<file path="src/rtl/alu_pkg.sv">
// Shared ALU definitions for the TessiaV1 datapath.
// Operation encodings, flag bit positions and a flag packing helper.
package alu_pkg;

    typedef enum logic [3:0] {
        OP_ADD   = 4'b0000,
        OP_SUB   = 4'b0001,
        OP_AND   = 4'b0010,
        OP_OR    = 4'b0011,
        OP_XOR   = 4'b0100,
        OP_NOT   = 4'b0101,
        OP_SHL   = 4'b0110,
        OP_SHR   = 4'b0111,
        OP_ASR   = 4'b1000,
        OP_MUL   = 4'b1001,
        OP_CMP   = 4'b1010,
        OP_PASSB = 4'b1011
    } alu_op_e;

    localparam int FLAG_N = 3;
    localparam int FLAG_Z = 2;
    localparam int FLAG_C = 1;
    localparam int FLAG_V = 0;

    function automatic logic [3:0] pack_flags(
        input logic n,
        input logic z,
        input logic c,
        input logic v
    );
        logic [3:0] f;
        f         = '0;
        f[FLAG_N] = n;
        f[FLAG_Z] = z;
        f[FLAG_C] = c;
        f[FLAG_V] = v;
        return f;
    endfunction

endpackage

</file>
<file path="src/rtl/alu_adder.sv">
// N-bit adder/subtractor with carry-out and signed overflow.
// Subtraction is a + ~b + 1, so carry-out is the inverted borrow.
module alu_adder #(
    parameter int N = 4
) (
    input  logic [N-1:0] a,
    input  logic [N-1:0] b,
    input  logic         sub,
    output logic [N-1:0] sum,
    output logic         c,
    output logic         v
);

    logic [N-1:0] b_eff;
    logic [N:0]   full;

    assign b_eff = sub ? ~b : b;
    assign full  = {1'b0, a} + {1'b0, b_eff} + {{N{1'b0}}, sub};
    assign sum   = full[N-1:0];
    assign c     = full[N];
    assign v     = (a[N-1] == b_eff[N-1]) && (sum[N-1] != a[N-1]);

endmodule

</file>
<file path="src/rtl/alu.sv">
// TessiaV1 ALU: combinational result/NZCV plus a one-cycle registered copy.
// Unused op codes yield zero, which naturally gives flags 4'b0100.
module alu
    import alu_pkg::*;
#(
    parameter int N = 4
) (
    input  logic         clk,
    input  logic         rst,
    input  logic [N-1:0] a,
    input  logic [N-1:0] b,
    input  logic [3:0]   ctrl,
    input  logic         en,
    output logic [N-1:0] result,
    output logic [3:0]   flags,
    output logic [N-1:0] result_q,
    output logic [3:0]   flags_q
);

    localparam logic [N:0] NW = (N+1)'(N);

    logic [N-1:0]   add_sum;
    logic           add_c;
    logic           add_v;
    logic           add_sub;
    logic           b_zero;
    logic           b_big;
    logic [N:0]     shl_w;
    logic [N:0]     shr_w;
    logic [N:0]     asr_w;
    logic [2*N-1:0] prod;
    logic [N-1:0]   res;
    logic           c_f;
    logic           v_f;
    logic [N-1:0]   result_d;
    logic [3:0]     flags_d;

    assign add_sub = (ctrl == OP_SUB) || (ctrl == OP_CMP);

    alu_adder #(
        .N(N)
    ) u_adder (
        .a  (a),
        .b  (b),
        .sub(add_sub),
        .sum(add_sum),
        .c  (add_c),
        .v  (add_v)
    );

    // Guard bit on each shifter captures the last bit shifted out.
    assign b_zero = (b == '0);
    assign b_big  = ({1'b0, b} >= NW);
    assign shl_w  = {1'b0, a} << b;
    assign shr_w  = {a, 1'b0} >> b;
    assign asr_w  = $signed({a, 1'b0}) >>> b;
    assign prod   = {{N{1'b0}}, a} * {{N{1'b0}}, b};

    always_comb begin
        res = '0;
        c_f = 1'b0;
        v_f = 1'b0;
        case (ctrl)
            OP_ADD, OP_SUB, OP_CMP: begin
                res = add_sum;
                c_f = add_c;
                v_f = add_v;
            end
            OP_AND: res = a & b;
            OP_OR:  res = a | b;
            OP_XOR: res = a ^ b;
            OP_NOT: res = ~a;
            OP_SHL: begin
                if (b_zero) begin
                    res = a;
                end else if (!b_big) begin
                    res = shl_w[N-1:0];
                    c_f = shl_w[N];
                end
            end
            OP_SHR: begin
                if (b_zero) begin
                    res = a;
                end else if (!b_big) begin
                    res = shr_w[N:1];
                    c_f = shr_w[0];
                end
            end
            OP_ASR: begin
                if (b_zero) begin
                    res = a;
                end else if (b_big) begin
                    res = {N{a[N-1]}};
                end else begin
                    res = asr_w[N:1];
                    c_f = asr_w[0];
                end
            end
            OP_MUL: begin
                res = prod[N-1:0];
                c_f = |prod[2*N-1:N];
            end
            OP_PASSB: res = b;
            default:  res = '0;
        endcase
    end

    assign result = res;
    assign flags  = pack_flags(res[N-1], res == '0, c_f, v_f);

    assign result_d = en ? result : result_q;
    assign flags_d  = en ? flags : flags_q;

    always_ff @(posedge clk or posedge rst) begin
        if (rst) begin
            result_q <= '0;
            flags_q  <= '0;
        end else begin
            result_q <= result_d;
            flags_q  <= flags_d;
        end
    end

endmodule

</file>
<file path="config.mk">
export PLATFORM = sky130hd
export DESIGN_NAME = alu
export DESIGN_NICKNAME = d
export VERILOG_FILES = /design/src/rtl/alu_pkg.sv /design/src/rtl/alu_adder.sv /design/src/rtl/alu.sv
export SDC_FILE = /design/constraint.sdc
export NUM_CORES = 1
export LEC_CHECK = 0
export BUFFER_PORTS_ARGS = -buffer_cell sky130_fd_sc_hd__buf_2
export CAP_MARGIN = 30
export CORE_AREA = 2 2 58 60
export DETAILED_ROUTE_END_ITERATION = 7
export DIE_AREA = 0 0 60 62
export PLACE_DENSITY = 0.83
export SETUP_SLACK_MARGIN = 0.2
export SLEW_MARGIN = 10
export SYNTH_ARGS = -nofsm -noshare
export SYNTH_HDL_FRONTEND = slang
export SYNTH_HIERARCHICAL = 1
export SYNTH_SLANG_ARGS = --single-unit
</file>
<file path="constraint.sdc">
create_clock -name clk -period 9.3 [get_ports clk]
set_input_delay 1.395 -clock clk [delete_from_list [all_inputs] [get_ports clk]]
set_output_delay 1.395 -clock clk [all_outputs]
set_load 0.01 [all_outputs]
</file>
==> impl_results.html <==
<table>
<tr><th>Metric</th><th>Value</th></tr>
<tr><th colspan="2">Clock tree</th></tr>
<tr><td>Setup repair bufs after CTS</td><td>0</td></tr>
<tr><td>CTS-repair resized insts</td><td>0</td></tr>
<tr><td>Number of buffers created by CTS</td><td>3</td></tr>
<tr><td>TritonCTS clock tree</td><td>built</td></tr>
<tr><td>Largest buffer count on any clock path</td><td>2</td></tr>
<tr><td>Clock transition at the register clock pins on the worst setup and hold paths after CTS</td><td>0.06 ns</td></tr>
<tr><td>Total number of clock tree sinks</td><td>7</td></tr>
<tr><td>Number of H-tree levels</td><td>1</td></tr>
<tr><td>Root buffer selected by CTS</td><td>sky130_fd_sc_hd__clkbuf_4</td></tr>
<tr><td># hold bufs at CTS</td><td>0</td></tr>
<tr><td>Clk Latency, worst-skew pair</td><td>0.25 ns</td></tr>
<tr><th colspan="2">Cells and area</th></tr>
<tr><td>Number of antenna repair diodes</td><td>0</td></tr>
<tr><td>Final Instance Area</td><td>1910 µm²</td></tr>
<tr><td>Most frequent cells in the layout</td><td>sky130_fd_sc_hd__buf_2, sky130_fd_sc_hd__ha_1, sky130_fd_sc_hd__inv_1</td></tr>
<tr><td>Layout area overhead</td><td>6.18%</td></tr>
<tr><td>Final-layout fill cell count</td><td>283</td></tr>
<tr><td>Leading cell type in the layout, fill and taps excluded</td><td>sky130_fd_sc_hd__buf_2</td></tr>
<tr><td>Final non-filler cell total</td><td>271</td></tr>
<tr><td>Ratio of cells with drive above 1 in the final layout</td><td>24.0%</td></tr>
<tr><td>Final net count</td><td>270</td></tr>
<tr><th colspan="2">Setup path</th></tr>
<tr><td>Critical path class</td><td>input pin to output pin</td></tr>
<tr><td>Critical Path RT</td><td>7.91 ns</td></tr>
<tr><td>Arrival time of data at the critical path endpoint</td><td>4.65 ns</td></tr>
<tr><td>Worst setup EP type</td><td>output pin</td></tr>
<tr><td>Reg-to-Reg Start</td><td>result_q[1]</td></tr>
<tr><td>Most used cell, CP</td><td>sky130_fd_sc_hd__buf_2</td></tr>
<tr><td>Stage delay of the slowest cell on the critical path</td><td>0.46 ns</td></tr>
<tr><td>Critical-path maximum fanout</td><td>23</td></tr>
<tr><td>Startpoint types</td><td>input pin</td></tr>
<tr><td>Slack of the worst reg-to-reg path</td><td>8.54 ns</td></tr>
<tr><td>Cell type of the slowest stage on the worst timing path</td><td>sky130_fd_sc_hd__a21oi_1</td></tr>
<tr><td>Reg-to-reg critical path endpoint</td><td>result_q[1]</td></tr>
<tr><td>Cell Chain, Critical Path</td><td>buf_2 -&gt; nor2_1 -&gt; nand2_1 -&gt; a21oi_1 -&gt; xor2_1 -&gt; ha_1 -&gt; a21o_1 -&gt; a31oi_4 -&gt; xnor2_1 -&gt; mux2_2 -&gt; a32oi_1 -&gt; o22a_1 -&gt; nand3_1 -&gt; nor4_1 -&gt; buf_2</td></tr>
<tr><td>R2R depth</td><td>1</td></tr>
<tr><th colspan="2">Global route</th></tr>
<tr><td>Total routing usage reported by global routing</td><td>24.9%</td></tr>
<tr><td>Antenna violations before repair</td><td>0</td></tr>
<tr><td>Via count of the first global-routing pass</td><td>1457</td></tr>
<tr><td>Largest net degree at the start of global routing</td><td>24</td></tr>
<tr><td>Global route total overflow</td><td>0</td></tr>
<tr><td>Wire length of the first global-routing pass</td><td>7000 µm</td></tr>
<tr><th colspan="2">Timing</th></tr>
<tr><td>Setup TNS after final layout</td><td>0 ns</td></tr>
<tr><td>Period utilisation layout</td><td>65.0%</td></tr>
<tr><td>Final setup violation count</td><td>0</td></tr>
<tr><td>Worst-case headroom to the max-slew limit</td><td>64.7%</td></tr>
<tr><td>Worst hold slack across all endpoints</td><td>0.502 ns</td></tr>
<tr><td>FMAX</td><td>165 MHz</td></tr>
<tr><td>Slew at the pin closest to its max-slew limit</td><td>0.529 ns</td></tr>
<tr><td>Clock Skews</td><td>0 ns</td></tr>
<tr><td>Max Slew Vio Count</td><td>0</td></tr>
<tr><td>Final-report hold violation count</td><td>0</td></tr>
<tr><td>Unrepaired setup endpoints after global routing</td><td>false</td></tr>
<tr><td>Tmin final</td><td>6.04 ns</td></tr>
<tr><th colspan="2">Logic synthesis</th></tr>
<tr><td>EDFF count, synth</td><td>0</td></tr>
<tr><td>Synthesis-stage register bit count</td><td>7</td></tr>
<tr><td>Sequential share of the synthesized area</td><td>9.72%</td></tr>
<tr><td>Post-synth top flop</td><td>sky130_fd_sc_hd__dfrtp_1</td></tr>
<tr><td>Post-synth design cell area</td><td>1800 µm²</td></tr>
<tr><td>Proportion of register bits with asynchronous set or reset after synthesis</td><td>100%</td></tr>
<tr><td>Number of cells produced by synthesis</td><td>208</td></tr>
<tr><td>Average cell area after synthesis</td><td>8.66 µm²</td></tr>
<tr><td>Distinct cells, synth</td><td>62</td></tr>
<tr><td>Net count of the mapped netlist</td><td>252</td></tr>
<tr><td>Count of synthesis-stage warnings from yosys</td><td>6</td></tr>
<tr><th colspan="2">Job</th></tr>
<tr><td>Reported max-cap violation count</td><td>0</td></tr>
<tr><th colspan="2">Die</th></tr>
<tr><td>Starting density of the core</td><td>56.7%</td></tr>
<tr><td>Std-Cell Rows</td><td>21</td></tr>
<tr><td>Number of I/O pins</td><td>31</td></tr>
<tr><td>Die Area</td><td>3720 µm²</td></tr>
<tr><td>Placeable Area</td><td>3180 µm²</td></tr>
<tr><td>Die X-Extent</td><td>60 µm</td></tr>
<tr><td>Die span in y</td><td>62 µm</td></tr>
<tr><th colspan="2">Power</th></tr>
<tr><td>Highest ir drop seen on vdd</td><td>0.0780 mV</td></tr>
<tr><td>Total power draw</td><td>0.169 mW</td></tr>
<tr><td>Power Density</td><td>88.3 nW/µm²</td></tr>
<tr><td>Pleak</td><td>0.962 nW</td></tr>
<tr><th colspan="2">Drt</th></tr>
<tr><td>Via density</td><td>5.97</td></tr>
<tr><td># DRC</td><td>0</td></tr>
<tr><td>Routed via count</td><td>1619</td></tr>
<tr><td>Final antenna-violating net count</td><td>0</td></tr>
<tr><td>Detailed-route wire length</td><td>4420 µm</td></tr>
<tr><td>TritonRoute pass-1 iters</td><td>4</td></tr>
<tr><td>Routed len/inst</td><td>16.3 µm</td></tr>
<tr><td>Number of DRC violations after detailed-routing iteration 0</td><td>67</td></tr>
<tr><th colspan="2">Place</th></tr>
<tr><td>Total placed cells including tap cells</td><td>267</td></tr>
<tr><td>Placed Area</td><td>1890 µm²</td></tr>
<tr><td>IO buf count</td><td>30</td></tr>
<tr><td>Routability cong.</td><td>0.907</td></tr>
<tr><td>Detailed Place HPWL</td><td>3590 µm</td></tr>
<tr><th colspan="2">Worst hold path</th></tr>
<tr><td>Hold_sp</td><td>flags_q[2]</td></tr>
<tr><td>Depth of the worst hold-timing path</td><td>2</td></tr>
<tr><td>Worst Hold Class</td><td>flip-flop to flip-flop</td></tr>
<tr><td>Hold Path End</td><td>flags_q[2]</td></tr>
<tr><th colspan="2">Run status</th></tr>
<tr><td>Outcome</td><td>finished, final reports clean</td></tr>
</table>
state kept, by name, indices dropped and copies added (netlist names):
| signal | flops |
|---|---|
| result_q | 4 |
| flags_q | 3 |
layer usage:
| metal | vias up | global-route usage (%) | routed length, µm |
|---|---|---|---|
| li1 | 798 | - | - |
| met3 | 4 | 2.69 | 174 |
| met2 | 52 | 42.9 | 2240 |
| met5 | - | 0 | 0 |
| met4 | 0 | 1.59 | 38 |
| met1 | 765 | 35.4 | 1970 |
synthesized netlist by cell type (all sizes together) (3+ instances only):
cell	count	area (µm²)
a21o	5	37.5
a21oi	8	40.0
a311oi	3	26.3
a31oi	7	58.8
a32oi	4	35.0
buf	13	106
clkbuf	4	16.3
dfrtp	7	175
fa	5	100
ha	24	300
inv	20	75.1
mux2	8	97.6
nand2	10	37.5
nand2b	6	37.5
nand3	6	30.0
nand3b	3	22.5
nor2	13	48.8
nor2b	5	38.8
o21ai	3	15.0
xor2	6	52.6
worst max path at each step:
| stage | startpoint | end | slack (ns) | cells after the start |
|---|---|---|---|---|
| final | ctrl[3] | flags[2] | 3.26 | 15 |
| after global routing | ctrl[3] | flags[2] | 3.06 | 15 |
| after CTS | ctrl[3] | flags[2] | 3.31 | 15 |
| after detailed placement | ctrl[3] | flags[2] | 3.32 | 15 |
| after global placement | ctrl[3] | flags[2] | 3.40 | 15 |
| after floorplan | b[1] | flags[1] | 3.49 | 13 |
cell families (layout without fill, tap and decap cells):
group	after synthesis	after routing	synth area share, %
simple gates	65	65	21.0
compound gates	51	51	23.6
buf+inv	37	54	11.0
mux	12	12	9.03
xor+xnor	7	7	3.40
fa+ha+maj	29	29	22.2
flops	7	7	9.72
critical path, delay by kind of cell:
family | cells | cell delay [ns]
compound gates | 5 | 1.26
simple gates | 4 | 0.64
buf+inv | 2 | 0.39
xor+xnor | 2 | 0.34
fa+ha+maj | 1 | 0.33
mux | 1 | 0.29
power breakdown:
| group | total [mW] | switching [mW] | internal, mW |
|---|---|---|---|
| clock | 0.0284 | 0.0120 | 0.0164 |
| sequential | 0.0373 | 0.00233 | 0.0350 |
| combinational | 0.103 | 0.0589 | 0.0443 |
| total | 0.169 | 0.0732 | 0.0957 |
metrics by stage:
step | worst slack (ns) | util, %
after CTS | 3.31 | 60.2
after detailed placement | 3.32 | 59.3
final | 3.26 | 60.2
after floorplan | 3.49 | -
after global placement | 3.40 | 59.3
after global routing | 3.06 | 60.2
cell type report:
| class | count | area [µm²] | area share (%) |
|---|---|---|---|
| multi-input combinational | 164 | 1430 | 74.7 |
| clock buffer | 4 | 26.3 | 1.37 |
| tap | 46 | 57.6 | 3.01 |
| inverter | 20 | 75.1 | 3.92 |
| sequential | 7 | 175 | 9.16 |
| timing repair buffer | 30 | 150 | 7.85 |
Power figures use the tool's default switching activity.
